### config.mk
export PLATFORM = sky130hd
export DESIGN_NAME = p5_mem_arbiter
export DESIGN_NICKNAME = d
export VERILOG_FILES = /design/src/rtl/p5_mem_arbiter.sv
export SDC_FILE = /design/constraint.sdc
export NUM_CORES = 1
export LEC_CHECK = 0
export CORE_ASPECT_RATIO = 1.5
export CORE_UTILIZATION = 33
export DETAILED_ROUTE_END_ITERATION = 12
export PLACE_DENSITY = 0.78
export SLEW_MARGIN = 10
export SYNTH_ARGS = -nofsm -noshare
export SYNTH_HDL_FRONTEND = slang
export SYNTH_SLANG_ARGS = --single-unit
### constraint.sdc
create_clock -name clk -period 1.48 [get_ports clk]
set_input_delay 0.37 -clock clk [delete_from_list [all_inputs] [get_ports clk]]
set_output_delay 0.37 -clock clk [all_outputs]
set_load 0.02 [all_outputs]
### src/rtl/p5_mem_arbiter.sv
// Two-port round-robin arbiter in front of a single-port synchronous RAM.
// One access per cycle; read data returns to the requester two edges after acceptance.
module p5_mem_arbiter #(
    parameter int AW = 8,
    parameter int DW = 16
) (
    input  logic          clk,
    input  logic          rst_n,
    input  logic          req0,
    input  logic          req1,
    input  logic          we0,
    input  logic          we1,
    input  logic [AW-1:0] addr0,
    input  logic [AW-1:0] addr1,
    input  logic [DW-1:0] wdata0,
    input  logic [DW-1:0] wdata1,
    output logic          gnt0,
    output logic          gnt1,
    output logic          rvalid0,
    output logic          rvalid1,
    output logic [DW-1:0] rdata0,
    output logic [DW-1:0] rdata1,
    output logic [AW-1:0] ram_address,
    output logic [DW-1:0] ram_data_in,
    output logic          ram_we,
    input  logic [DW-1:0] ram_data_out
);

    logic          prio_q, prio_d;
    logic [AW-1:0] addr_q, addr_d;
    logic [DW-1:0] wdata_q, wdata_d;
    logic          we_q, we_d;
    logic          s1_valid_q, s1_port_q, s1_read_q;
    logic          s1_port_d, s1_read_d;
    logic          s2_valid_q, s2_port_q, s2_read_q;
    logic          accept, sel;

    // Grants are held low during reset so nothing can be accepted while rst_n is low.
    assign gnt0   = rst_n & req0 & (~req1 | ~prio_q);
    assign gnt1   = rst_n & req1 & (~req0 |  prio_q);
    assign accept = gnt0 | gnt1;
    assign sel    = gnt1;

    always_comb begin
        prio_d    = accept ? ~sel : prio_q;
        addr_d    = accept ? (sel ? addr1  : addr0)  : addr_q;
        wdata_d   = accept ? (sel ? wdata1 : wdata0) : wdata_q;
        we_d      = accept & (sel ? we1 : we0);
        s1_port_d = accept ? sel : s1_port_q;
        s1_read_d = accept ? ~(sel ? we1 : we0) : s1_read_q;
    end

    // NOTE: sequential state uses non-blocking assignments so every register samples pre-edge values.
    always_ff @(posedge clk or negedge rst_n) begin
        if (!rst_n) begin
            prio_q     <= 1'b0;
            addr_q     <= '0;
            wdata_q    <= '0;
            we_q       <= 1'b0;
            s1_valid_q <= 1'b0;
            s1_port_q  <= 1'b0;
            s1_read_q  <= 1'b0;
            s2_valid_q <= 1'b0;
            s2_port_q  <= 1'b0;
            s2_read_q  <= 1'b0;
        end else begin
            prio_q     <= prio_d;
            addr_q     <= addr_d;
            wdata_q    <= wdata_d;
            we_q       <= we_d;
            s1_valid_q <= accept;
            s1_port_q  <= s1_port_d;
            s1_read_q  <= s1_read_d;
            s2_valid_q <= s1_valid_q;
            s2_port_q  <= s1_port_q;
            s2_read_q  <= s1_read_q;
        end
    end

    assign ram_address = addr_q;
    assign ram_data_in = wdata_q;
    assign ram_we      = we_q;

    // RAM output is already registered, so read data is shared and qualified only by rvalid.
    assign rvalid0 = s2_valid_q & s2_read_q & ~s2_port_q;
    assign rvalid1 = s2_valid_q & s2_read_q &  s2_port_q;
    assign rdata0  = ram_data_out;
    assign rdata1  = ram_data_out;

endmodule

Word-level counts from Yosys, hierarchy flattened

Cells that the tools add are included.

Magnitude comparators: 0
Bitwise operators: 17
Reduce and logical (&&, ||, !) cells: 0
Mux-type cells: 3
Div/mod/pow operators: 0
$add $sub $neg: 0
Shift-type cells: 0
Eq/ne operators: 0
$mul: 0

Operators with widths:

| cell              | count |
|---|---|
| 16-bit 2-to-1 mux | 1 |
| 1-bit bitwise AND | 8 |
| 8-bit 2-to-1 mux  | 1 |
| 1-bit inverter    | 6 |
| 1-bit bitwise OR  | 3 |
| 1-bit 2-to-1 mux  | 1 |

Memory bits (writable): 0
Register bits after elaboration: 32
Bits in read-only memories: 0
Logic and storage cells: 30
Bits in latches: 0
Output and inout port bits: 61
Memories: 0
Bits of input ports: 70

Longest topological paths before layout

Depth in word-level cells: 5
Gate-level depth with buffers: 5
Gate-level depth less buffers: 4

Worst setup path after synthesis

No wires, ideal clock.

Path kind: input to output
From: input port rst_n
To: output port gnt1
Data arrival time: 1014 ps
Cell stages on the path: 3
Slack: 96 ps
Required time: 1110 ps
Buffers on the path: 1
Cells stage by stage: nand2_1 -> clkbuf_1 -> nor2_1

Longest elaborated chain between the ends: 2

RTL lines:

| what                            | RTL line | source |
|---|---|---|
| from (decl)                     | 8        | `input logic rst_n,` |
| 1-bit bitwise AND (2 in series) | 40       | `assign gnt1 = rst_n & req1 & (~req0 \| prio_q);` |
| to (decl)                       | 18       | `output logic gnt1,` |

No other way between the ends.

Final worst setup path

From: register s2_port_q
To: output port rvalid1

Longest elaborated chain between the ends: 1

RTL lines:

| what                   | RTL line | source |
|---|---|---|
| from (decl)            | 35       | `logic s2_valid_q, s2_port_q, s2_read_q;` |
| from (signal assigned) | 75       | `s2_port_q <= s1_port_q;` |
| 1-bit bitwise AND      | 86       | `assign rvalid1 = s2_valid_q & s2_read_q & s2_port_q;` |
| to (decl)              | 20       | `output logic rvalid1,` |

No other way between the ends.

==> impl_metrics.py <==
metrics = {
    "logic_synthesis": {
        "synth_cell_types": 18,
        "yosysWarnings": 0,
        "syn_inst": 192,
        "synthArstFlopShare_pct": 100,
        "synth-seq-area-share_pct": 45.0,
        "syn_nets": 262,
        "syn_area_um2": 1780,
        "synth.area.top_cells": "dfrtp_1 (45%), buf_4 (14%), or3b_1 (12%), a31oi_1 (8.4%), nor2_1 (5.5%)",
        "ys.flop_type": "dfrtp_1",
        "synth_area_leader_cell": "dfrtp_1",
        "synth_edf_count": 0,
        "synth_top_area_share_pct": 45.0,
        "synth_seq_cells": 32,
        "syn_area_per_cell_um2": 9.26,
    },
    "timing": {
        "period_needed_ns": 1.43,
        "worstMarginPinSlew_ns": 0.400,
        "period_share_pct": 96.9,
        "slew_violations": 0,
        "rsz0062_at_grt": "yes",
        "final_hold_viol_count": 0,
        "setup_ws_ns": 0.0458,
        "clock.fmax_ghz": 0.697,
        "whs_ns": 0.170,
        "finClkSkew_ns": 0.00123,
        "final-setup-viol-count": 0,
        "maxSlewHeadroom_pct": 73.3,
    },
    "global_routing": {
        "grt_overflow": 0,
        "grt_usage_pct": 14.9,
        "grt_pass1_vias": 1349,
        "grt_pass1_wl_mm": 6.20,
        "grt_max_degree": 51,
        "antenna_found_initial": 0,
    },
    "finish": {
        "fillCellCount": 502,
        "area_growth_pct": 42.1,
        "multi_input_area_um2": 679,
        "nets": 312,
        "postLayoutCoreUtil_pct": 48.9,
        "antennaDiodeCount": 0,
        "final_common_cell": "clkdlybuf4s50_1",
        "register_area_um2": 802,
        "mostFrequentLayoutCells": "clkdlybuf4s50_1 (50), dfrtp_1 (31), dlygate4sd2_1 (27), or3b_1 (25), nor2_1 (25)",
        "final_cell_area_um2": 2530,
        "drive_gt1_share_pct": 9.88,
    },
    "worst_setup_path": {
        "crit_type": "flip-flop to primary output",
        "start_kind": "flip-flop",
        "cp.arrival_ns": 1.06,
        "cp.required_ns": 1.11,
        "endpoint_kind": "primary output",
        "rr_worst_depth": 4,
        "worstPathMaxFanout": 2,
    },
    "pwr": {
        "p_sw_w": 0.000706,
        "p_leak_nw": 1.03,
        "peakVddDrop_mv": 0.464,
        "netSwitchingFraction_pct": 29.3,
        "clkPwrFrac_pct": 28.2,
        "intPower_w": 0.00171,
        "power_frac_comb_pct": 28.3,
        "p_per_area_nw_per_um2": 955,
        "power_frac_seq_pct": 43.5,
        "power.total_w": 0.00241,
    },
    "outcome": {
        "status": "finished, final reports clean",
    },
    "placed_design": {
        "detailedPlace.worstSlack_ns": -0.703,
        "globalplace.congestion": 0.710,
        "hpwl_mm": 2.91,
        "portBuffers": 82,
        "post_dp_cell_area_um2": 2460,
    },
    "floorplan": {
        "start_util_pct": 34.4,
        "core-area_um2": 5160,
        "die_area_um2": 5690,
        "die_w_um": 61.9,
        "rows": 32,
        "die-height_um": 91.9,
        "ios": 131,
    },
    "clock_tree": {
        "cts_sinks": 32,
        "tritoncts": "yes",
        "clkSlewWorstSetupHoldPaths_ns": 0.06,
        "cts-root-buf": "clkbuf_8",
        "clockBufferDepth": 2,
        "clkLatencyLatePin_ns": 0.28,
        "htreeDepth": 2,
        "cts_buffers": 5,
    },
    "job": {
        "maxCapViolations": 0,
    },
    "drt": {
        "wl_per_cell_um": 12.6,
        "dr.pass1.iters": 4,
        "postRouteWirelength_mm": 3.91,
        "via_per_inst": 4.72,
        "post-route-drc-count": 0,
        "vias": 1468,
        "drt_iter0_drc": 14,
        "final_antenna_net_count": 0,
    },
    "hold_path": {
        "hp-class": "primary input to asynchronous set/reset pin",
    },
}
## final timing paths
kind                       slack [ns]               to        from
max                              0.05          rvalid1   s2_port_q
min reg2reg                      0.35       s2_valid_q  s1_valid_q
min                              0.17  ram_data_in[12]       rst_n
max in group asynchronous        1.00           prio_q       rst_n
max reg2reg                      0.08        s1_read_q      prio_q
min in group clk                 0.35       s2_valid_q  s1_valid_q
## per-stage QoR
step / cells / TNS, ns
2_1_floorplan: 192 / 0
3_3_place_gp: 303 / -10.58
3_5_place_dp: 303 / -11.87
4_1_cts: 311 / 0
5_1_grt: 311 / -0.0117
6_report: 311 / 0
## final cells by class
class | count | share of cell area (%)
Tap cell | 68 | 3.37
Sequential cell | 32 | 31.7
Clock buffer | 8 | 3.57
Timing Repair Buffer | 90 | 34.3
Inverter | 1 | 0.149
Multi-Input combinational cell | 112 | 26.9
## logic make-up (layout without fill, tap and decap cells)
logic type / count (synthesis) / count (layout) / share of synthesized area, %
and+or+nand+nor: 57 / 57 / 19.9
buffers and inverters: 48 / 99 / 17.4
DFF: 32 / 32 / 45.0
AOI/OAI and AO/OA: 55 / 55 / 17.7
## cells in the mapped netlist, types with 2 or more instances
cell and count:
nor2_1 26, a21o_1 2, dfrtp_1 32, clkbuf_2 3, nand2_1 3, o21ai_0 15
buf_4 32, a21oi_1 2, o21ai_1 11, or3b_1 25, a31oi_1 24, buf_2 4
clkbuf_1 8
## flip-flops by register name, summed over array words and instances (netlist names)
signal       count
prio_q           1
ram_address      8
ram_data_in     16
ram_we           1
s1_port_q        1
s1_read_q        1
s1_valid_q       1
s2_port_q        1
s2_read_q        1
s2_valid_q       1
## repair_timing
item / CTS / global route
buffers inserted: 0 / 0
pin swaps: 1 / 0
setup endpoints to repair: 55 / 3
hold buffers: 0 / 0
resized for setup: 44 / 5
## worst max-delay path, cell delays in order (launching register included)
cell	delay, ns
dfrtp_1	0.37
and3_1	0.17
clkdlybuf4s15_2	0.24
## power groups by stage
stage	registers (W)	clock network [W]	logic (W)
floorplan	0.00118	0	0.000349
global placement	0.00107	0	0.000741
detailed placement	0.00107	0	0.000758
CTS	0.00105	0.000708	0.000690
global route	0.00106	0.000735	0.000745
finish	0.00105	0.000680	0.000682
## layer usage
metal | global-route usage, % | up-vias | share of wire (%)
met5 | 0 | - | 0
met1 | 15.9 | 674 | 37
met4 | 7.41 | 0 | 2.0
li1 | - | 742 | -
met3 | 3.81 | 9 | 6.5
met2 | 25.7 | 43 | 54
Note: power is estimated with default switching activity, not from simulation.
